File: config.mk
export PLATFORM = sky130hd
export DESIGN_NAME = fpm_32_seq
export DESIGN_NICKNAME = d
export VERILOG_FILES = /design/src/rtl/fpm_32_seq.sv
export SDC_FILE = /design/constraint.sdc
export NUM_CORES = 1
export LEC_CHECK = 0
export CAP_MARGIN = 20
export CORE_ASPECT_RATIO = 2
export CORE_MARGIN = 2
export CORE_UTILIZATION = 55
export DETAILED_ROUTE_END_ITERATION = 7
export MAX_ROUTING_LAYER = met4
export PLACE_DENSITY = 0.81
export SETUP_SLACK_MARGIN = 0.4
export SYNTH_ARGS = -nofsm -noshare
export SYNTH_HDL_FRONTEND = slang
export SYNTH_SLANG_ARGS = --single-unit
File: constraint.sdc
create_clock -name clk_i -period 20 [get_ports clk_i]
set_clock_uncertainty 0.05 [all_clocks]
set_input_delay 5 -clock clk_i [delete_from_list [all_inputs] [get_ports clk_i]]
set_output_delay 5 -clock clk_i [all_outputs]
set_load 0.02 [all_outputs]
File: src/rtl/fpm_32_seq.sv
// Sequential IEEE-754 single-precision multiplier: shift-add mantissa product,
// round-to-nearest-even, flush-to-zero underflow, fixed latency of MAN_W+4 cycles.
//   state  | meaning
//   IDLE   | waiting for start; captures operands and classifies specials
//   MUL    | one multiplier bit per cycle into the product accumulator
//   NORM   | picks fraction, guard and sticky from the product
//   RND    | RNE increment, exponent range check, result register load
//   DONE   | result valid, done pulse
module fpm_32_seq #(
    parameter int EXP_W = 8,
    parameter int MAN_W = 23
) (
    input  logic                   clk_i,
    input  logic                   rst_i,
    input  logic                   start_i,
    input  logic [EXP_W+MAN_W:0]   op_a_i,
    input  logic [EXP_W+MAN_W:0]   op_b_i,
    output logic [EXP_W+MAN_W:0]   result_o,
    output logic                   done_o,
    output logic                   busy_o
);
    localparam int W   = EXP_W + MAN_W + 1;
    localparam int MW1 = MAN_W + 1;
    localparam int PW  = 2 * MW1;
    localparam int CW  = $clog2(MW1);
    localparam int XW  = EXP_W + 2;
    localparam logic signed [XW-1:0] BIAS = XW'(2**(EXP_W-1) - 1);
    localparam logic signed [XW-1:0] EMAX = XW'(2**EXP_W - 1);
    localparam logic signed [XW-1:0] ONE  = XW'(1);
    localparam logic signed [XW-1:0] ZERO = XW'(0);
    localparam logic [CW-1:0]        CNT_LAST = CW'(MAN_W);

    typedef enum logic [2:0] {S_IDLE, S_MUL, S_NORM, S_RND, S_DONE} state_t;
    typedef enum logic [1:0] {K_NUM, K_NAN, K_INF, K_ZERO} kind_t;

    state_t                state_q, state_d;
    kind_t                 kind_q, kind_d;
    logic                  sign_q, sign_d;
    logic signed [XW-1:0]  exp_q, exp_d;
    logic [MAN_W:0]        ma_q, ma_d, mb_q, mb_d;
    logic [PW-1:0]         acc_q, acc_d;
    logic [CW-1:0]         cnt_q, cnt_d;
    logic [MAN_W-1:0]      frac_q, frac_d;
    logic                  guard_q, guard_d, sticky_q, sticky_d;
    logic [W-1:0]          result_q, result_d;

    logic [EXP_W-1:0]      ea, eb;
    logic [MAN_W-1:0]      fa, fb;
    logic                  a_zero, b_zero, a_inf, b_inf, a_nan, b_nan;
    logic                  rnd_inc;
    logic [MAN_W:0]        frac_rnd;
    logic signed [XW-1:0]  exp_rnd;

    always_ff @(posedge clk_i or posedge rst_i) begin
        if (rst_i) begin
            state_q  <= S_IDLE;
            kind_q   <= K_NUM;
            sign_q   <= 1'b0;
            exp_q    <= '0;
            ma_q     <= '0;
            mb_q     <= '0;
            acc_q    <= '0;
            cnt_q    <= '0;
            frac_q   <= '0;
            guard_q  <= 1'b0;
            sticky_q <= 1'b0;
            result_q <= '0;
        end else begin
            state_q  <= state_d;
            kind_q   <= kind_d;
            sign_q   <= sign_d;
            exp_q    <= exp_d;
            ma_q     <= ma_d;
            mb_q     <= mb_d;
            acc_q    <= acc_d;
            cnt_q    <= cnt_d;
            frac_q   <= frac_d;
            guard_q  <= guard_d;
            sticky_q <= sticky_d;
            result_q <= result_d;
        end
    end

    always_comb begin
        state_d  = state_q;
        kind_d   = kind_q;
        sign_d   = sign_q;
        exp_d    = exp_q;
        ma_d     = ma_q;
        mb_d     = mb_q;
        acc_d    = acc_q;
        cnt_d    = cnt_q;
        frac_d   = frac_q;
        guard_d  = guard_q;
        sticky_d = sticky_q;
        result_d = result_q;

        ea     = op_a_i[W-2 -: EXP_W];
        eb     = op_b_i[W-2 -: EXP_W];
        fa     = op_a_i[MAN_W-1:0];
        fb     = op_b_i[MAN_W-1:0];
        a_zero = (ea == '0);
        b_zero = (eb == '0);
        a_nan  = (&ea) && (|fa);
        b_nan  = (&eb) && (|fb);
        a_inf  = (&ea) && !(|fa);
        b_inf  = (&eb) && !(|fb);

        rnd_inc  = guard_q & (sticky_q | frac_q[0]);
        frac_rnd = {1'b0, frac_q} + {{MAN_W{1'b0}}, rnd_inc};
        exp_rnd  = frac_rnd[MAN_W] ? exp_q + ONE : exp_q;

        unique case (state_q)
            S_IDLE: begin
                if (start_i) begin
                    sign_d = op_a_i[W-1] ^ op_b_i[W-1];
                    exp_d  = $signed({2'b00, ea}) + $signed({2'b00, eb}) - BIAS;
                    ma_d   = {1'b1, fa};
                    mb_d   = {1'b1, fb};
                    acc_d  = '0;
                    cnt_d  = '0;
                    // Subnormals count as zero, so inf*subnormal is also NaN.
                    if (a_nan || b_nan || (a_inf && b_zero) || (b_inf && a_zero))
                        kind_d = K_NAN;
                    else if (a_inf || b_inf)
                        kind_d = K_INF;
                    else if (a_zero || b_zero)
                        kind_d = K_ZERO;
                    else
                        kind_d = K_NUM;
                    state_d = S_MUL;
                end
            end
            S_MUL: begin
                if (mb_q[0])
                    acc_d = acc_q + ({{MW1{1'b0}}, ma_q} << cnt_q);
                mb_d  = mb_q >> 1;
                cnt_d = cnt_q + CW'(1);
                if (cnt_q == CNT_LAST)
                    state_d = S_NORM;
            end
            S_NORM: begin
                if (acc_q[PW-1]) begin
                    exp_d    = exp_q + ONE;
                    frac_d   = acc_q[PW-2 -: MAN_W];
                    guard_d  = acc_q[PW-2-MAN_W];
                    sticky_d = |acc_q[PW-3-MAN_W:0];
                end else begin
                    frac_d   = acc_q[PW-3 -: MAN_W];
                    guard_d  = acc_q[PW-3-MAN_W];
                    sticky_d = |acc_q[PW-4-MAN_W:0];
                end
                state_d = S_RND;
            end
            S_RND: begin
                unique case (kind_q)
                    K_NAN:  result_d = {1'b0, {EXP_W{1'b1}}, 1'b1, {(MAN_W-1){1'b0}}};
                    K_INF:  result_d = {sign_q, {EXP_W{1'b1}}, {MAN_W{1'b0}}};
                    K_ZERO: result_d = {sign_q, {(W-1){1'b0}}};
                    default: begin
                        if (exp_rnd >= EMAX)
                            result_d = {sign_q, {EXP_W{1'b1}}, {MAN_W{1'b0}}};
                        else if (exp_rnd <= ZERO)
                            result_d = {sign_q, {(W-1){1'b0}}};
                        else
                            result_d = {sign_q, exp_rnd[EXP_W-1:0], frac_rnd[MAN_W-1:0]};
                    end
                endcase
                state_d = S_DONE;
            end
            S_DONE: state_d = S_IDLE;
            default: state_d = S_IDLE;
        endcase
    end

    assign result_o = result_q;
    assign done_o   = (state_q == S_DONE);
    assign busy_o   = (state_q != S_IDLE);
endmodule

# After elaboration in Yosys (flattened, before gate mapping)
# Index checks and enable logic that the tools add are counted.
# W data, S select, Z words.
# word_totals
ff_bits	174
input_bits	67
output_inout_bits	34
elab_cells	89
# op_classes
n_addsub	6
n_lt_le_gt_ge	2
n_eq_ne	12
n_shift	1
n_mux	23
n_bitwise	3
reduce_logical	30
# ops
cell	count
$mux W48	2
$pmux W32 S3	1
$pmux W48 S2	1
$reduce_or A23 Y1	3
$mux W31	2
$add A48 B48 Y48	1
$pmux W24 S2	1
$shl A24 B5 Y48	1
$mux W10	3
$add A23 B1 Y24	1
$mux W24	1
$mux W23	1
$reduce_or A22 Y1	1
$pmux W10 S2	1
$logic_not A8 Y1	2
$reduce_and A8 Y1	2
$pmux W3 S4	1
$add A10 B2 Y10 const B	1
$ge A10 B9 Y1 const B	1
$le A10 B1 Y1 const B	1
$pmux W5 S2	1
$sub A9 B7 Y10 const B	1
$add A8 B8 Y9	1
$ne A2 B2 Y1 const B	4
other kinds (22)	42

# Longest topological paths before layout
# Gate-level depths: netlist of the first run.
# depth
word_depth	8
mapped_depth	21
ltp_nobuf	19

# Least setup slack after synthesis of the first run
# OpenSTA, ideal clock, no wires.
# synth_path
kind	input -> register
startpoint	input op_a_i[24]
endpoint	register exp_q[7]
setup_time_ns	0.121
arrival_time_ns	6.779
t_required_ns	19.829
slack_ns	13.049
path_stages	11
n_path_buf	0
path_cell_list	ha_1 -> ha_1 -> fa_1 -> a21oi_1 -> o21bai_1 -> a21oi_1 -> nor2_1 -> nor2_1 -> xor2_1 -> o21ai_0 -> o22a_1
# synth_between
elab_chain_cells	4
# synth_rtl
element	line	text
start, declared	16	input logic [EXP_W+MAN_W:0] op_a_i,
$add A8 B8 Y9	117	exp_d = $signed({2'b00, ea}) + $signed({2'b00, eb}) - BIAS;
$sub A9 B7 Y10	117	
$mux W10	115	if (start_i) begin
$pmux W10 S2	113	unique case (state_q)
end signal, assigned	72	exp_q <= exp_d;
end, declared	39	logic signed [XW-1:0] exp_q, exp_d;
# No other way between the ends. The select of a mux whose other input is x is not followed.
# A chain may end at the register's enable or synchronous reset.

# Worst setup path after layout of the first run
# layout_path
startpoint	input start_i
endpoint	register acc_q[47]
# layout_between
elab_chain_cells	2
# layout_rtl
element	line	text
start, declared	15	input logic start_i,
$ne A2 B2 Y1 (no source line)	-	
$reduce_and A3 Y1 (no source line)	-	
end signal, assigned	62	acc_q <= '0;
end signal, assigned	75	acc_q <= acc_d;
end, declared	41	logic [PW-1:0] acc_q, acc_d;
# No other way between the ends.

==> results of run 1 <==
[power by group]
part / total [mW] / switching (mW) / leakage, nW / internal [mW]
clock network: 0.314 / 0.152 / 0.260 / 0.161
logic: 1.75 / 1.06 / 3.74 / 0.690
registers: 0.641 / 0.142 / 2.21 / 0.499
total: 2.71 / 1.36 / 6.21 / 1.35
[through the flow]
stage	hold WS, ps	power [mW]
2_1_floorplan	394.3	1.938
3_3_place_gp	399.8	2.331
3_5_place_dp	414.6	2.371
4_1_cts	429.9	2.695
5_1_grt	445.2	2.941
6_report	423.6	2.709
[path summary, 6_finish.rpt]
kind                                  start           to  slack, ps  depth (start not counted)
max in group asynchronous             rst_i   state_q[0]      13350                          3
worst min-delay path            result_o[9]  result_o[9]        420                          2
worst min register to register  result_o[9]  result_o[9]        420                          2
worst max-delay path                start_i    acc_q[47]      12790                          6
worst max register to register     cnt_q[0]    acc_q[45]      14530                         16
min in group asynchronous             rst_i     exp_q[2]       5070                          2
[worst max-delay path: stages]
cell and delay (ps):
clkdlybuf4s50_1 580, and2_2 850, nor2_1 90, nor2_1 660
nand2_1 150, mux2i_1 160
[final cells by class]
type                       instances  share of cell area (%)
sequential                       174                   30.07
inverter                          47                   1.253
clock inverter                    13                  0.7605
multi-input combinational       1249                   54.80
tap                              283                   2.446
clock buffer                      19                   2.990
timing repair buffer             112                   7.674
[placed cells by master, fill, tap and decap left out, types with 12 or more instances in the layout]
| cell | Yosys | routed |
|---|---|---|
| a21o_1 | 21 | 21 |
| a21oi_1 | 87 | 87 |
| a31oi_1 | 35 | 35 |
| and3_1 | 13 | 13 |
| clkbuf_16 | 0 | 17 |
| clkdlybuf4s50_1 | 0 | 100 |
| dfrtp_1 | 174 | 174 |
| ha_1 | 70 | 70 |
| inv_1 | 46 | 45 |
| mux2_2 | 16 | 16 |
| mux2i_1 | 60 | 60 |
| nand2_1 | 270 | 269 |
| nand3_1 | 75 | 75 |
| nand4_1 | 31 | 31 |
| nor2_1 | 108 | 108 |
| nor3_1 | 17 | 17 |
| nor4_1 | 18 | 18 |
| o211ai_1 | 12 | 12 |
| o21ai_0 | 141 | 141 |
| o21ai_2 | 20 | 20 |
| o21bai_1 | 12 | 12 |
| o22ai_1 | 17 | 17 |
| xnor2_1 | 47 | 47 |
| xor2_1 | 35 | 35 |
[cells in the mapped netlist, types with 6 or more instances]
master,count
nand2b_1,9
xnor2_1,47
o21a_1,7
nand2_1,270
a211oi_1,9
nor3_1,17
o21ai_0,141
o21ai_1,6
nand4_1,31
o22a_1,6
mux2_2,16
nand3_1,75
nor2_1,108
nor4_1,18
and2_1,12
a21o_1,21
o211ai_1,12
and3_1,13
inv_1,46
ha_1,70
mux4_2,8
or4_1,6
or3_1,6
a31oi_1,35
o22ai_1,17
dfrtp_1,174
buf_1,12
xor2_1,35
or2_2,9
o21ai_2,20
a21oi_1,87
clkbuf_1,83
o21bai_1,12
mux2i_1,60
[layer usage]
layer  routed length [µm]  track usage [%]
met1                12130            28.17
met2                19220            54.52
met3                 1051            3.999
met5                    0                -
met4                 2491            20.37
[sequential cells by signal (all words and copies together) (netlist names)]
name and count:
acc_q 48, result_o 32, ma_q 24, mb_q 24
frac_q 23, exp_q 10, cnt_q 5, state_q 3
kind_q 2, guard_q 1, sign_q 1, sticky_q 1
[logic make-up after synthesis]
logic type | Yosys count | share of synthesized area [%]
mux | 84 | 7.477
flops | 174 | 33.88
xor+xnor | 82 | 5.588
buf+inv | 149 | 4.537
compound gates | 409 | 19.54
fa+ha+maj | 72 | 7.126
simple gates | 602 | 21.86
==> reports/qor.yml, run 1 <==
power_and_ir_drop:
  power_density_mw_per_mm2: 187.1
  ir_drop_v: 0.0001132
  cellLeakagePower_nw: 6.212
detailed_routing:
  via_count: 11570
  drt_first_pass_iters: 5
  via_per_inst: 6.098
  post_drt_wl_per_cell_um: 18.39
  antenna_left: 0
  drt_wl_total_um: 34890
  drc_errors: 0
  drt_iter0_drc: 703
timing:
  period_share_pct: 36.03
  hold_viol: 0
  max_slew_margin_pct: 34.13
  setup_viol: 0
  fmax_mhz: 138.8
  setup_tns_ps: 0
  tightest_slew_ps: 988.1
  drv_slew: 0
  rsz0062_at_grt: "no"
  worst_slack_ps: 12790
  post-route-min-period_ps: 7205
floorplan:
  die_w_um: 112.1
  die_h_um: 220.2
  core-area_mm2: 0.02313
  rows: 79
  die-area_mm2: 0.02468
  start_util_pct: 55.57
  io_pins: 101
clock_tree:
  cts_buffers: 17
  clock_sinks: 174
  cts-htree-levels: 4
  cts_hold_buf: 0
  clkLatencyLatePin_ps: 460
  postCtsSetupRepairBufs: 0
  root_buffer: "clkbuf_16"
  cts.clk_slew.worst_paths_ps: 70
  cts_tree: "yes"
  cts_resized: 0
  clock_path_buffers: 2
placement:
  portBuffers: 100
  postPlaceCellArea_mm2: 0.01391
  gp_congestion: 1.001
  dp.cells: 1864
  post-place-ws_ps: 12340
  hpwl_um: 26490
synth:
  netlist-cell-type-count: 71
  yosysWarnings: 0
  synthesis.nets: 1711
  synth_area_mm2: 0.01285
  synth_edf_count: 0
  synthCells: 1572
  synth_area_per_cell_um2: 8.176
  ys_seq_elements: 174
  synth_top_area_share_pct: 33.88
  ys_seq_area_share_pct: 33.88
  ys.flop_type: "dfrtp_1"
  synthArstFlopShare_pct: 100.0
  yosysTopAreaCell: "dfrtp_1"
  synthTopCellsByArea: "dfrtp_1, nand2_1, ha_1"
run_status:
  status: "completed"
job:
  maxCapViolCount: 0
setup_path:
  crit_fanout: 53
  start_kind: "primary input"
  critPathCaptureType: "flop"
  worstPathArrival_ps: 7500
  critPathKind: "primary input to flop"
  crit_required_ps: 20290
global_route:
  grt_max_degree: 104
  gr-total-overflow: 0
  grt_use_total_pct: 29.59
  grt_pass1_wl_um: 56260
  grt_pass1_vias: 11330
  grt_antenna_before_repair: 0
layout:
  final_area_mm2: 0.01448
  drive_above_1_share_pct: 6.877
  fillers: 2004
  instances_no_fill: 1897
  multi_input_area_mm2: 0.007935
  antenna_cells: 0
  regArea_mm2: 0.004354
  syn2layout_area_growth_pct: 12.66
  nNetsFinal: 1740
  utilization_pct: 62.60
min_path:
  hp-class: "flop to flop"
Note: power is estimated with default switching activity, not from simulation.
==> run 2: changes to the inputs <==
==> constraint.sdc (replaced) <==
create_clock -name clk_i -period 7.55 [get_ports clk_i]
set_clock_uncertainty 0.05 [all_clocks]
set_input_delay 1.8875 -clock clk_i [delete_from_list [all_inputs] [get_ports clk_i]]
set_output_delay 1.8875 -clock clk_i [all_outputs]
set_load 0.02 [all_outputs]
==> reports/qor.yml, run 2 (synthesis results as in run 1) <==
clock_tree:
  cts_tree: "yes"  # unchanged
  clock_path_buffers: 2  # unchanged
  postCtsSetupRepairBufs: 0  # unchanged
  clock_sinks: 174  # unchanged
  clkLatencyLatePin_ps: 460  # about the same
  cts_hold_buf: 0  # unchanged
  cts-htree-levels: 4  # unchanged
  cts.clk_slew.worst_paths_ps: 70  # about the same
  root_buffer: "clkbuf_16"  # unchanged
  cts_resized: 0  # unchanged
  cts_buffers: 17  # unchanged
timing:
  setup_tns_ps: 0  # unchanged
  fmax_mhz: 188.5
  setup_viol: 0  # unchanged
  period_share_pct: 70.27
  tightest_slew_ps: 978.0  # was 988.1 ps
  hold_viol: 0  # unchanged
  post-route-min-period_ps: 5305
  whs_ps: 425.0  # was 423.6 ps
  rsz0062_at_grt: "no"  # unchanged
  drv_slew: 0  # unchanged
  max_slew_margin_pct: 34.80  # was 34.13%
setup_path:
  cp_num_buf_inv: 0  # was 1
  critPathCaptureType: "flop"  # unchanged
  cp_top_family: "compound AO/OA/AOI/OAI gates"  # was simple AND/OR/NAND/NOR gates
  crit_chain: "mux2i_1 -> o22ai_1 -> mux2i_1 -> nor2_1 -> ha_1 -> o21ai_0 -> a2111oi_0 -> nand3_1 -> a311oi_1 -> o2111ai_1 -> a21boi_0 -> o21ai_0 -> a21o_1 -> a31o_2"  # was clkdlybuf4s50_1 -> and2_2 -> nor2_1 -> nor2_1 -> nand2_1 -> mux2i_1
  worstPathArrival_ps: 5600  # was 7500 ps
  r2r_slack_ps: 2240  # was 14530 ps
  reg2reg_from: "cnt_q[1]"  # was cnt_q[0]
  crit_required_ps: 7850  # was 20290 ps
  worst_path_max_delay_cell: "dfrtp_1"  # was and2_2
  critPathMaxStageDelay_ps: 950  # was 850 ps
  reg2reg_depth: 14  # was 16
  critPathKind: "flop to flop"  # was primary input to flop
  r2r_end: "acc_q[45]"  # unchanged
  start_kind: "flop"  # was primary input
  crit_fanout: 27  # was 53
run_status:
  status: "completed"  # unchanged
floorplan:
  die_w_um: 112.1  # unchanged
  die-area_mm2: 0.02468  # unchanged
  die_h_um: 220.2  # unchanged
  rows: 79  # unchanged
  io_pins: 101  # unchanged
  core-area_mm2: 0.02313  # unchanged
  start_util_pct: 55.57  # unchanged
power_and_ir_drop:
  ir_drop_v: 0.0003152  # was 0.0001132 V
  netSwitchingFraction_pct: 50.61  # was 50.17%
  cellLeakagePower_nw: 6.247  # was 6.212 nW
  p_seq_share_pct: 24.0  # was 23.7%
  power_density_mw_per_mm2: 505.5  # was 187.1 mW/mm²
  clkPwrFrac_pct: 11.9  # was 11.6%
  p_int_mw: 3.630  # was 1.350 mW
  power.switching_mw: 3.719  # was 1.359 mW
  power_frac_comb_pct: 64.0  # was 64.8%
layout:
  largest-register: "acc_q"  # unchanged
  syn2layout_area_growth_pct: 13.10  # was 12.66%
  antenna_cells: 0  # unchanged
  largest_reg_flops: 48  # unchanged
  drive_above_1_share_pct: 7.059  # was 6.877%
  utilization_pct: 62.85  # was 62.60%
  nNetsFinal: 1741  # was 1740
  most-common-layout-cells: "nand2_1, dfrtp_1, o21ai_0, nor2_1, clkdlybuf4s50_1"  # unchanged
  final_common_cell: "nand2_1"  # unchanged
min_path:
  min_to: "result_o[11]"  # was result_o[9]
  holdPathStages: 2  # unchanged
  hp-class: "flop to flop"  # unchanged
  hp-start: "result_o[11]"  # was result_o[9]
global_route:
  grt_use_total_pct: 30.31  # was 29.59%
  gr-total-overflow: 0  # unchanged
  grt_antenna_before_repair: 0  # unchanged
  grt_pass1_wl_um: 57280  # was 56260 µm
  grt_max_degree: 102  # was 104
  grt_pass1_vias: 11490  # was 11330
job:
  maxCapViolCount: 0  # unchanged
placement:
  gp_congestion: 1.077  # was 1.001
  hpwl_um: 27920  # was 26490 µm
  portBuffers: 100  # unchanged
detailed_routing:
  drt_first_pass_iters: 5  # unchanged
  via_per_inst: 6.187  # was 6.098
  drc_errors: 0  # unchanged
  antenna_left: 0  # unchanged
  post_drt_wl_per_cell_um: 19.11  # was 18.39 µm
  via_count: 11740  # was 11570
  drt_iter0_drc: 671  # was 703
  drt_wl_total_um: 36270  # was 34890 µm
-- run 2: how the worst max path moves through the flow --
stage                     slack, ps   endpoint  cells past startpoint  startpoint
after floorplan                 900   acc_q[0]                      1       rst_i
after global placement         2320  acc_q[45]                     13    cnt_q[2]
after detailed placement       2260  acc_q[45]                     13    cnt_q[2]
after CTS                      2240  acc_q[45]                     13    cnt_q[2]
after global routing           1810  acc_q[46]                     17    cnt_q[0]
final                          2240  acc_q[45]                     14    cnt_q[1]
-- run 2: final cells by class --
cell class | instances | area (µm²)
inverters | 47 | 181.4
clock buffers | 18 | 439.2
clock inverters | 14 | 133.9
repair buffers | 113 | 1139
flip-flops and latches | 174 | 4354
fillers | 2019 | 8593
multi-input cells | 1249 | 7935
well taps | 283 | 354.1
-- run 2: power by group through the flow --
stage | Combinational [mW] | Clock (mW) | Sequential [mW]
6_report | 4.71 | 0.876 | 1.77
3_5_place_dp | 4.56 | 0 | 1.79
5_1_grt | 5.18 | 0.922 | 1.82
3_3_place_gp | 4.51 | 0 | 1.77
4_1_cts | 4.60 | 0.888 | 1.77
2_1_floorplan | 3.55 | 0 | 1.59
-- run 2: layer usage --
layer / track usage, % / vias to the layer above / routed length (µm)
met5: - / - / 0
met4: 20.16 / 0 / 2571
met3: 4.245 / 178 / 1145
met2: 56.63 / 352 / 20040
met1: 28.38 / 5526 / 12520
li1: - / 5687 / -
-- run 2: tightest hold or removal path, cell delays in order (launching register included) --
cell     delay [ps]
dfrtp_1         340
nand2_1          60
o21ai_2          50
-- run 2: stage by stage --
stage | total power, mW | area [µm²] | setup WS [ps] | instances
3_3_place_gp | 6.278 | 13910 | 2317 | 1864
2_1_floorplan | 5.133 | 12850 | 895.7 | 1572
5_1_grt | 7.914 | 14540 | 1809 | 1898
4_1_cts | 7.260 | 14480 | 2235 | 1896
6_report | 7.348 | 14540 | 2245 | 1898
3_5_place_dp | 6.354 | 13910 | 2264 | 1864
==> run 3: changes to the inputs <==
--- a/config.mk
+++ b/config.mk
@@ -8,10 +8,10 @@
 export CAP_MARGIN = 20
 export CORE_ASPECT_RATIO = 2
 export CORE_MARGIN = 2
-export CORE_UTILIZATION = 55
+export CORE_UTILIZATION = 54
 export DETAILED_ROUTE_END_ITERATION = 7
 export MAX_ROUTING_LAYER = met4
-export PLACE_DENSITY = 0.81
+export PLACE_DENSITY = 0.83
 export SETUP_SLACK_MARGIN = 0.4
 export SYNTH_ARGS = -nofsm -noshare
 export SYNTH_HDL_FRONTEND = slang
==> constraint.sdc (replaced) <==
create_clock -name clk_i -period 4.4 [get_ports clk_i]
set_clock_uncertainty 0.05 [all_clocks]
set_input_delay 1.1 -clock clk_i [delete_from_list [all_inputs] [get_ports clk_i]]
set_output_delay 1.1 -clock clk_i [all_outputs]
set_load 0.02 [all_outputs]
==> reports/qor.yml, run 3 (synthesis results as in run 1) <==
floorplan:
  die_w_um: 113.1  # was 112.1 µm
  start_util_pct: 55.10  # was 55.57%
  die_h_um: 222.2  # was 220.2 µm
  rows: 79  # unchanged
  io_pins: 101  # unchanged
  core-area_mm2: 0.02333  # was 0.02313 mm²
  die-area_mm2: 0.02513  # was 0.02468 mm²
timing:
  period_share_pct: 97.97  # was 70.27%
  fmax_mhz: 232.0  # was 188.5 MHz
  drv_slew: 0  # unchanged
  whs_ps: 422.8  # was 425.0 ps
  max_slew_margin_pct: 24.65  # was 34.80%
  setup_tns_ps: 0  # unchanged
  hold_viol: 0  # unchanged
  tightest_slew_ps: 1102  # was 978.0 ps
  post-route-min-period_ps: 4311  # was 5305 ps
  worst_slack_ps: 89.35  # was 2245 ps
  setup_viol: 0  # unchanged
  rsz0062_at_grt: "yes"  # was no
detailed_routing:
  via_count: 12430  # was 11740
  post_drt_wl_per_cell_um: 19.36  # was 19.11 µm
  drt_wl_total_um: 38430  # was 36270 µm
  drc_errors: 8  # was 0
  via_per_inst: 6.260  # was 6.187
  m1WireLength_um: 12950  # was 12520 µm
  antenna_left: 0  # unchanged
  drt_iter0_drc: 787  # was 671
  drt_first_pass_iters: 8  # was 5
  wl_met3_um: 1416  # was 1145 µm
  wl_met2_um: 21040  # was 20040 µm
  top_layer_used: "met4"  # unchanged
setup_path:
  path_depth: 17  # was 14
  crit_required_ps: 4680  # was 7850 ps
  crit_fanout: 10  # was 27
  r2r_slack_ps: 90  # was 2240 ps
  cp_num_buf_inv: 1  # was 0
  cp_top_family: "compound AO/OA/AOI/OAI gates"  # unchanged
  critPathMaxStageDelay_ps: 580  # was 950 ps
  worst_path_max_delay_cell: "or4b_4"  # was dfrtp_1
  critPathMostFrequentCell: "o21ai_2"
  critPathCaptureType: "flop"  # unchanged
  start_kind: "flop"  # unchanged
  reg2reg_depth: 17  # was 14
  crit_chain: "buf_6 -> mux2i_1 -> nand2_1 -> o21ai_0 -> o21ai_1 -> o21ai_2 -> o22ai_2 -> ha_1 -> nand4_1 -> nor2_2 -> and2_4 -> or4b_4 -> a2111oi_4 -> o21ai_2 -> o21ai_2 -> xnor2_1 -> o21ai_1"  # was mux2i_1 -> o22ai_1 -> mux2i_1 -> nor2_1 -> ha_1 -> o21ai_0 -> a2111oi_0 -> nand3_1 -> a311oi_1 -> o2111ai_1 -> a21boi_0 -> o21ai_0 -> a21o_1 -> a31o_2
  critPathKind: "flop to flop"  # unchanged
  worstPathArrival_ps: 4590  # was 5600 ps
placement:
  hpwl_um: 28210  # was 27920 µm
  postPlaceCellArea_mm2: 0.01439  # was 0.01391 mm²
  post-place-ws_ps: -274.5  # was 2264 ps
  portBuffers: 100  # unchanged
  gp_congestion: 1.032  # was 1.077
  dp.cells: 1915  # was 1864
power_and_ir_drop:
  power_density_mw_per_mm2: 949.4  # was 505.5 mW/mm²
  ir_drop_v: 0.0005751  # was 0.0003152 V
  cellLeakagePower_nw: 6.843  # was 6.247 nW
clock_tree:
  cts.clk_slew.worst_paths_ps: 70  # about the same
  cts_hold_buf: 0  # unchanged
  cts_buffers: 17  # unchanged
  cts-htree-levels: 4  # unchanged
  clkLatencyLatePin_ps: 460  # about the same
  clock_sinks: 174  # unchanged
  root_buffer: "clkbuf_16"  # unchanged
  cts_tree: "yes"  # unchanged
  clock_path_buffers: 2  # unchanged
layout:
  largest_reg_flops: 48  # unchanged
  final_common_cell: "nand2_1"  # unchanged
  largest-register: "acc_q"  # unchanged
  fillers: 1846  # was 2019
  nNetsFinal: 1828  # was 1741
  instances_no_fill: 1985  # was 1898
  most-common-layout-cells: "nand2_1, dfrtp_1, o21ai_0, clkdlybuf4s50_1, nor2_1"  # was nand2_1, dfrtp_1, o21ai_0, nor2_1, clkdlybuf4s50_1
  syn2layout_area_growth_pct: 25.55  # was 13.10%
  antenna_cells: 0  # unchanged
  drive_above_1_share_pct: 18.39  # was 7.059%
  final_area_mm2: 0.01614  # was 0.01454 mm²
  regArea_mm2: 0.004357  # was 0.004354 mm²
  multi_input_area_mm2: 0.008707  # was 0.007935 mm²
global_route:
  grt_pass1_vias: 12170  # was 11490
  gr-total-overflow: 0  # unchanged
  grt_antenna_before_repair: 0  # unchanged
  grt_pass1_wl_um: 60030  # was 57280 µm
  grt_max_degree: 89  # was 102
  grt_use_total_pct: 30.92  # was 30.31%
min_path:
  holdPathStages: 2  # unchanged
  hp-class: "flop to flop"  # unchanged
run_status:
  status: "finished with violations"  # was completed
  violations: "design-rule violations"
job:
  maxCapViolCount: 0  # unchanged
## run 3: cell types whose count changed in the layout (fill, tap and decap cells not counted), moves of 9 or more
cell,delta
o21ai_2,+11
mux2i_2,+9
o21ai_1,+15
ha_1,-17
a21oi_1,-17
buf_4,+71
o21ai_0,-26
ha_4,+13
a21oi_2,+15
mux2i_1,-16
nor2_1,-13
## run 3: worst paths after layout
path                              start      endpoint
setup / recovery               cnt_q[1]     acc_q[44]
hold / removal             result_o[31]  result_o[31]
setup reg to reg               cnt_q[1]     acc_q[44]
hold reg to reg            result_o[31]  result_o[31]
max in group asynchronous         rst_i     acc_q[29]
min in group asynchronous         rst_i      mb_q[16]
## run 3: power by group
part | internal (mW) | switching (mW) | total [mW]
clock network | 0.878 | 0.696 | 1.57
registers | 2.27 | 0.770 | 3.04
logic | 4.78 | 5.93 | 10.7
total | 7.93 | 7.39 | 15.3
## run 3: worst register-to-register path: cells and delay by family, from the launching register on
family / cells / cell delay [ps]
fa+ha+maj: 1 / 370
compound gates: 8 / 1580
mux: 1 / 340
flops: 1 / 450
xor+xnor: 1 / 130
buf+inv: 1 / 200
simple gates: 5 / 1070
## run 3: final cells by class
class | instances | share of cell area [%]
multi-input cells | 1249 | 53.96
flip-flops and latches | 174 | 27.00
repair buffers | 200 | 11.98
clock buffers | 19 | 2.807
well taps | 283 | 2.194
inverters | 47 | 1.117
clock inverters | 13 | 0.9460
## run 3: routing by layer
layer  global-route usage [%]  up-vias
li1                         -     5844
met3                    4.474      204
met1                    28.95     5919
met2                    56.54      459
met4                    21.28        0
met5                        -        -
## run 3: what timing repair did
| action | CTS | global route |
|---|---|---|
| gates cloned | 1 | 2 |
| setup endpoints to repair | 22 | 28 |
| pin swaps | 6 | 40 |
| hold endpoints to repair | 0 | 0 |
| setup buffers | 14 | 21 |
| resized for setup | 65 | 118 |
## run 3: through the flow
step	utilization (%)	power [mW]
after floorplan	-	8.847
after global placement	61.67	11.45
after detailed placement	61.67	11.62
after CTS	66.06	13.88
after global routing	69.18	16.35
final	69.18	15.32
